$ cat config.mk
export PLATFORM = sky130hd
export DESIGN_NAME = fetch_unit
export DESIGN_NICKNAME = d
export VERILOG_FILES = /design/src/rtl/fetch_unit.sv
export SDC_FILE = /design/constraint.sdc
export NUM_CORES = 1
export LEC_CHECK = 0
export ABC_AREA = 1
export CAP_MARGIN = 5
export CELL_PAD_IN_SITES_DETAIL_PLACEMENT = 1
export CELL_PAD_IN_SITES_GLOBAL_PLACEMENT = 1
export CORE_UTILIZATION = 39
export DETAILED_ROUTE_END_ITERATION = 10
export GPL_TIMING_DRIVEN = 0
export PLACE_DENSITY_LB_ADDON = 0.1
export SLEW_MARGIN = 15
export SYNTH_ARGS = -nofsm -noshare
export SYNTH_HDL_FRONTEND = slang
export SYNTH_SLANG_ARGS = --single-unit
$ cat constraint.sdc
create_clock -name clk -period 5.75 [get_ports clk]
set_clock_uncertainty 0.2 [all_clocks]
set_input_delay 1.725 -clock clk [delete_from_list [all_inputs] [get_ports clk]]
set_output_delay 1.725 -clock clk [all_outputs]
set_load 0.05 [all_outputs]
$ cat src/rtl/fetch_unit.sv
// Instruction fetch stage: fetch PC, single-outstanding memory request, one-deep
// skid buffer and the fetch/decode pipeline register with stall, flush and redirect.
module fetch_unit #(
  parameter logic [31:0] RESET_PC  = 32'h0000_0000,
  parameter logic [31:0] NOP_INSTR = 32'h0000_0013
) (
  input  logic        clk,
  input  logic        rst,
  input  logic        stallf,
  input  logic        stalld,
  input  logic        flushd,
  input  logic        pcSrce,
  input  logic [31:0] pcTargete,
  output logic        imemReq,
  output logic [31:0] imemAddr,
  input  logic        imemGnt,
  input  logic        imemRvalid,
  input  logic [31:0] imemRdata,
  output logic [31:0] instrd,
  output logic [31:0] pcd,
  output logic [31:0] pcPlus4d,
  output logic        validd
);

  typedef enum logic {FETCH, WAIT} state_t;

  state_t      state;
  state_t      state_next;
  logic [31:0] pcf;
  logic [31:0] req_pc;
  logic        kill;
  logic        skid_valid;
  logic [31:0] skid_instr;
  logic [31:0] skid_pc;

  logic handshake;
  logic rsp;
  logic deliver;
  logic decode_free;
  logic move;
  logic to_decode;
  logic to_skid;

  // Next-state and request generation; only one request may be outstanding.
  always_comb begin
    state_next = state;
    imemReq    = 1'b0;
    case (state)
      FETCH: begin
        imemReq = !rst && !stallf && !skid_valid && !pcSrce;
        if (imemReq && imemGnt) state_next = WAIT;
      end
      WAIT: begin
        if (imemRvalid) state_next = FETCH;
      end
      default: state_next = FETCH;
    endcase
  end

  always_ff @(posedge clk) begin
    if (rst) state <= FETCH;
    else     state <= state_next;
  end

  assign handshake   = imemReq & imemGnt;
  assign rsp         = (state == WAIT) & imemRvalid;
  assign deliver     = rsp & !kill & !pcSrce;
  assign decode_free = !validd || !stalld;
  // A parked skid entry always enters decode ahead of a fresh response.
  assign move        = skid_valid & decode_free;
  assign to_decode   = deliver & decode_free & !skid_valid;
  assign to_skid     = deliver & !to_decode;

  assign imemAddr = pcf;
  assign pcPlus4d = pcd + 32'd4;

  always_ff @(posedge clk) begin
    if (rst) begin
      pcf        <= RESET_PC;
      req_pc     <= RESET_PC;
      kill       <= 1'b0;
      skid_valid <= 1'b0;
      skid_instr <= NOP_INSTR;
      skid_pc    <= 32'h0000_0000;
      validd     <= 1'b0;
      instrd     <= NOP_INSTR;
      pcd        <= 32'h0000_0000;
    end else begin
      // Redirect wins over increment; a request still in flight gets killed.
      if (pcSrce) begin
        pcf  <= pcTargete;
        kill <= (state == WAIT) && !imemRvalid;
      end else begin
        if (handshake) begin
          pcf    <= pcf + 32'd4;
          req_pc <= pcf;
        end
        if (rsp) kill <= 1'b0;
      end

      if (pcSrce) begin
        skid_valid <= 1'b0;
      end else if (to_skid) begin
        skid_valid <= 1'b1;
        skid_instr <= imemRdata;
        skid_pc    <= req_pc;
      end else if (move) begin
        skid_valid <= 1'b0;
      end

      if (flushd) begin
        validd <= 1'b0;
        instrd <= NOP_INSTR;
      end else if (move) begin
        validd <= 1'b1;
        instrd <= skid_instr;
        pcd    <= skid_pc;
      end else if (to_decode) begin
        validd <= 1'b1;
        instrd <= imemRdata;
        pcd    <= req_pc;
      end else if (decode_free) begin
        validd <= 1'b0;
        instrd <= NOP_INSTR;
      end
    end
  end

endmodule
### Word-level counts from Yosys, hierarchy flattened

Index checks and enable logic that the tools add are counted.

* add/subtract/negate cells: 2
* multiplexer cells: 18
* bitwise gates (word level): 11
* reductions and logical operators: 25

Operators with widths (number)
* $mux 32: 7
* $add 32x3->32 const B: 2
* $mux 1: 10
* $logic_not 1->1: 9
* $and 1x1->1: 8
* $reduce_bool 2->1: 4
* $reduce_and 2->1: 3
* $logic_and 1x1->1: 5
* $reduce_or 2->1: 2
* $not 1->1: 3
* $reduce_bool 3->1: 1
* $pmux 1 s2: 1
* $logic_or 1x1->1: 1

* register bits after elaboration: 196
* output and inout bits: 130
* word-level logic and storage cells: 66

### Logic depth before layout (Yosys ltp)

* depth after elaboration: 8
* depth in mapped cells: 10

### Least setup slack after synthesis

Ideal clock, no wire load.

* path kind: input to output
* start: input pcSrce
* end: output imemReq
* data arrival time: 2.997 ns
* data required time: 3.825 ns
* setup slack: 0.828 ns
* stages on the path: 5
* cells stage by stage: buf_6 inv_1 clkbuf_1 nand4_1 nor2_1

* longest elaborated chain between the ends: 3

RTL lines
* from (decl): RTL line 12 `input logic pcSrce,`
* $logic_not 1->1: RTL line 50 `imemReq = !rst && !stallf && !skid_valid && !pcSrce;`
* $logic_and 1x1->1: RTL line 50
* $mux 1: RTL line 48 `case (state)`
* to (decl): RTL line 14 `output logic imemReq,`

No other way between the ends.

### Worst setup path in the final report

Ends and elaborated chain as after synthesis.

==> metrics.md <==
| Metric | Value |
|---|---|
| DR vias/cell | 5.06 |
| Finished Cell Area | 12200 um2 |
| Final #Nets | 1636 |
| Initial drt markers | 418 |
| Dpl ws | 141 ps |
| # H-tree levels | 4 |
| Main combinational cell family by area after synthesis | simple AND/OR/NAND/NOR gates |
| Leak Pwr | 4.54 nW |
| Gpl congestion | 0.942 |
| Post-CTS setup buffer count | 0 |
| Clk root buf | clkbuf_16 |
| DRC | 0 |
| Worst-path fanout max | 10 |
| Worst-path cell chain | buf_6 > inv_1 > clkbuf_1 > nand4_1 > nor2_1 > clkdlybuf4s50_1 |
| Tcrit/Tclk final | 0.972 |
| Post-synth top area share | 0.422 |
| Layout cell share with drive strength beyond 1 | 0.0686 |
| R2r startpoint | imemAddr[2]$_SDFFE_PP0P_ |
| Syn-to-layout area delta | 31.8% |
| Largest net degree at the start of global routing | 20 |
| Ys Warns | 0 |
| Synth unique cells | 38 |
| CTS Buf Count | 17 |
| Simple-gate share of the synthesized area | 0.285 |
| Most used DFF post-synth | dfxtp_1 |
| Synth Area in XOR/XNOR | 0.0302 |
| CP max stage cell | clkdlybuf4s50_1 |
| CTS resizes | 0 |
| Final global-route overflow total | 0 |
| Hold Vio Cnt, Final | 0 |
| Ant. Diodes | 0 |
| Chip width | 156 um |
| Deepest clock path buffer count | 2 |
| WL/cell | 16.4 um |
| Max-cap violations | 0 |
| Cell Area, Placed | 11700 um2 |
| Setup violators final | 0 |
| Final Max Tran Viols | 0 |
| Initial Util | 0.397 |
| Final hold slack | 250 ps |
| Row count | 56 |
| Vias | 9587 |
| Syn Nets | 1418 |
| Synth area leader | dfxtp_1 |
| DIE HEIGHT | 156 um |
| Worst R2R End | imemAddr[24]$_SDFFE_PP0P_ |
| Crit start category | input pin |
| Worst vdd ir | 0.000170 V |
| Crit path capture type | output port |
| Adder-Cell Fraction of Synth Area | 0.00269 |
| Critical path's largest stage delay | 830 ps |
| Worst Hold Endpoint | skid_pc[4]$_SDFFE_PP0P_ |
| Global-route usage over all layers | 0.259 |
| Gate Count Post-Synth | 1344 |
| RSZ-0062 raised after global routing | no |
| ANT nets after route | 0 |
| Clock Pin Slew Worst Setup and Hold Paths | 70 ps |
| Critical setup path kind | in -> out |
| Final setup TNS | 0 ps |
| Sequential fraction of the synthesis area | 0.422 |
| First-pass GRT wire length | 50.1 mm |
| Fill cells | 3097 |
| Most frequent cell after synthesis | nand2_1 |
| HPWL after detailed placement | 24.1 mm |
| Power Dens Cells | 234 nW/um2 |
| Clk Latency, worst-skew pair | 440 ps |
| Pre-antenna DRT Iters | 5 |
| Hold Startpoint | skid_pc[4]$_SDFFE_PP0P_ |
| Area contributors post-synth | dfxtp_1 42%, nand2_1 12%, nor2_1 8.2%, o21ai_0 7.9%, inv_1 5.1% |
| Post-synthesis cell area | 9290 um2 |
| Vias in the first global route | 9701 |
| Headroom to the max-slew limit | 0.483 |
| Initial antenna violation count | 0 |
| Hold Path Depth | 2 |
| R2R setup slack | 3710 ps |
| Status | finished clean |
| Final worst slack | 161 ps |
| Syn_area_per_cell | 6.91 um2 |
| Flops & latches, synth | 196 |
| Post-synthesis mux area share | 0 |
| CP required | 3830 ps |
| Hold Buf Count CTS | 0 |
| Fmax | 0.179 GHz |
| Sink Count | 196 |
| Minimum period implied by the final worst setup slack | 5590 ps |
| Die footprint | 24400 um2 |
| # IOs | 202 |
| CTS tree | yes |
| Crit path DAT | 3660 ps |
| Core area | 23400 um2 |
| Worst Tran Pin Value | 776 ps |
| Post-synth EDFFs | 0 |
| FF-to-FF path depth | 10 |
| Ys async rst share | 0 |
| Synth cell count leaders | 293 x nand2_1, 202 x nor2_1, 196 x dfxtp_1 |
| Tightest Hold Check Type | reg -> reg |
| Compound-gate portion of the synthesized area | 0.163 |
| Number of buffers added on ports | 199 |
| Final wirelength | 31.0 mm |
[cell usage in the layout (no fill, tap or decap), types with 2 or more instances in the layout]
cell	n
inv_2	7
nor2_1	202
inv_1	126
o21ai_1	16
nor2_2	8
nor2_4	6
a211oi_1	9
buf_2	27
clkinv_4	2
dfxtp_1	196
a31oi_1	32
nor3_1	20
nand3b_1	7
xor2_1	20
ha_1	2
o221ai_1	3
buf_1	2
inv_8	2
buf_4	2
clkinv_8	2
nand3_2	4
o21ai_0	146
clkdlybuf4s50_1	199
xnor2_1	12
nand2_2	7
inv_6	7
clkbuf_16	17
buf_6	10
nand2_1	293
nor3_2	2
clkbuf_1	34
nand4_1	8
nand3_1	57
a21oi_1	76
[worst max-delay path, delay by kind of cell]
kind,cells,cell delay [ps]
buffers and inverters,4,1650
and+or+nand+nor,2,280
[through the flow]
| stage | cells | util | power [mW] |
|---|---|---|---|
| after floorplan | 1344 | - | 1.59 |
| after global placement | 1862 | 0.499 | 1.72 |
| after detailed placement | 1862 | 0.499 | 1.72 |
| after CTS | 1893 | 0.523 | 2.88 |
| after global routing | 1893 | 0.523 | 2.95 |
| final | 1893 | 0.523 | 2.86 |
[how the worst max path moves through the flow]
stage                start  endpoint
detailed placement  pcSrce   imemReq
floorplan           pcSrce   imemReq
finish              pcSrce   imemReq
CTS                 pcSrce   imemReq
global route        pcSrce   imemReq
global placement    pcSrce   imemReq
[report_power, final]
group	internal [mW]	switching (mW)	leakage, nW
combinational	0.110	0.174	2.68
clock	0.577	0.595	0.275
sequential	1.38	0.0300	1.59
total	2.07	0.799	4.54
[registers in the layout (all words and copies together), names as in the netlist]
register and count:
kill 1, req_pc 32, validd 1, skid_valid 1, skid_pc 32, instrd 32
pcd 32, skid_instr 32, state 1, imemAddr 32
[area by class of cell]
type	instances	area [um2]	area share
Inverter	133	499	0.0408
Sequential cell	196	3920	0.320
Multi-Input combinational cell	940	4470	0.365
Clock buffer	17	425	0.0347
Buffer	75	398	0.0325
Timing Repair Buffer	199	1990	0.163
Tap cell	319	399	0.0326
Clock inverter	14	141	0.0115
[cell families after synthesis]
family,Yosys count
fa+ha+maj,2
buf+inv,208
xor+xnor,32
flops,196
compound gates,286
simple gates,620
[metal layers]
metal,vias to the layer above,share of wire,GRT usage
li1,4772,-,-
met1,4563,0.47,0.341
met2,212,0.47,0.439
met3,40,0.036,0.0332
met4,0,0.022,0.0808
met5,-,0,0
(Power assumes the default switching activity.)
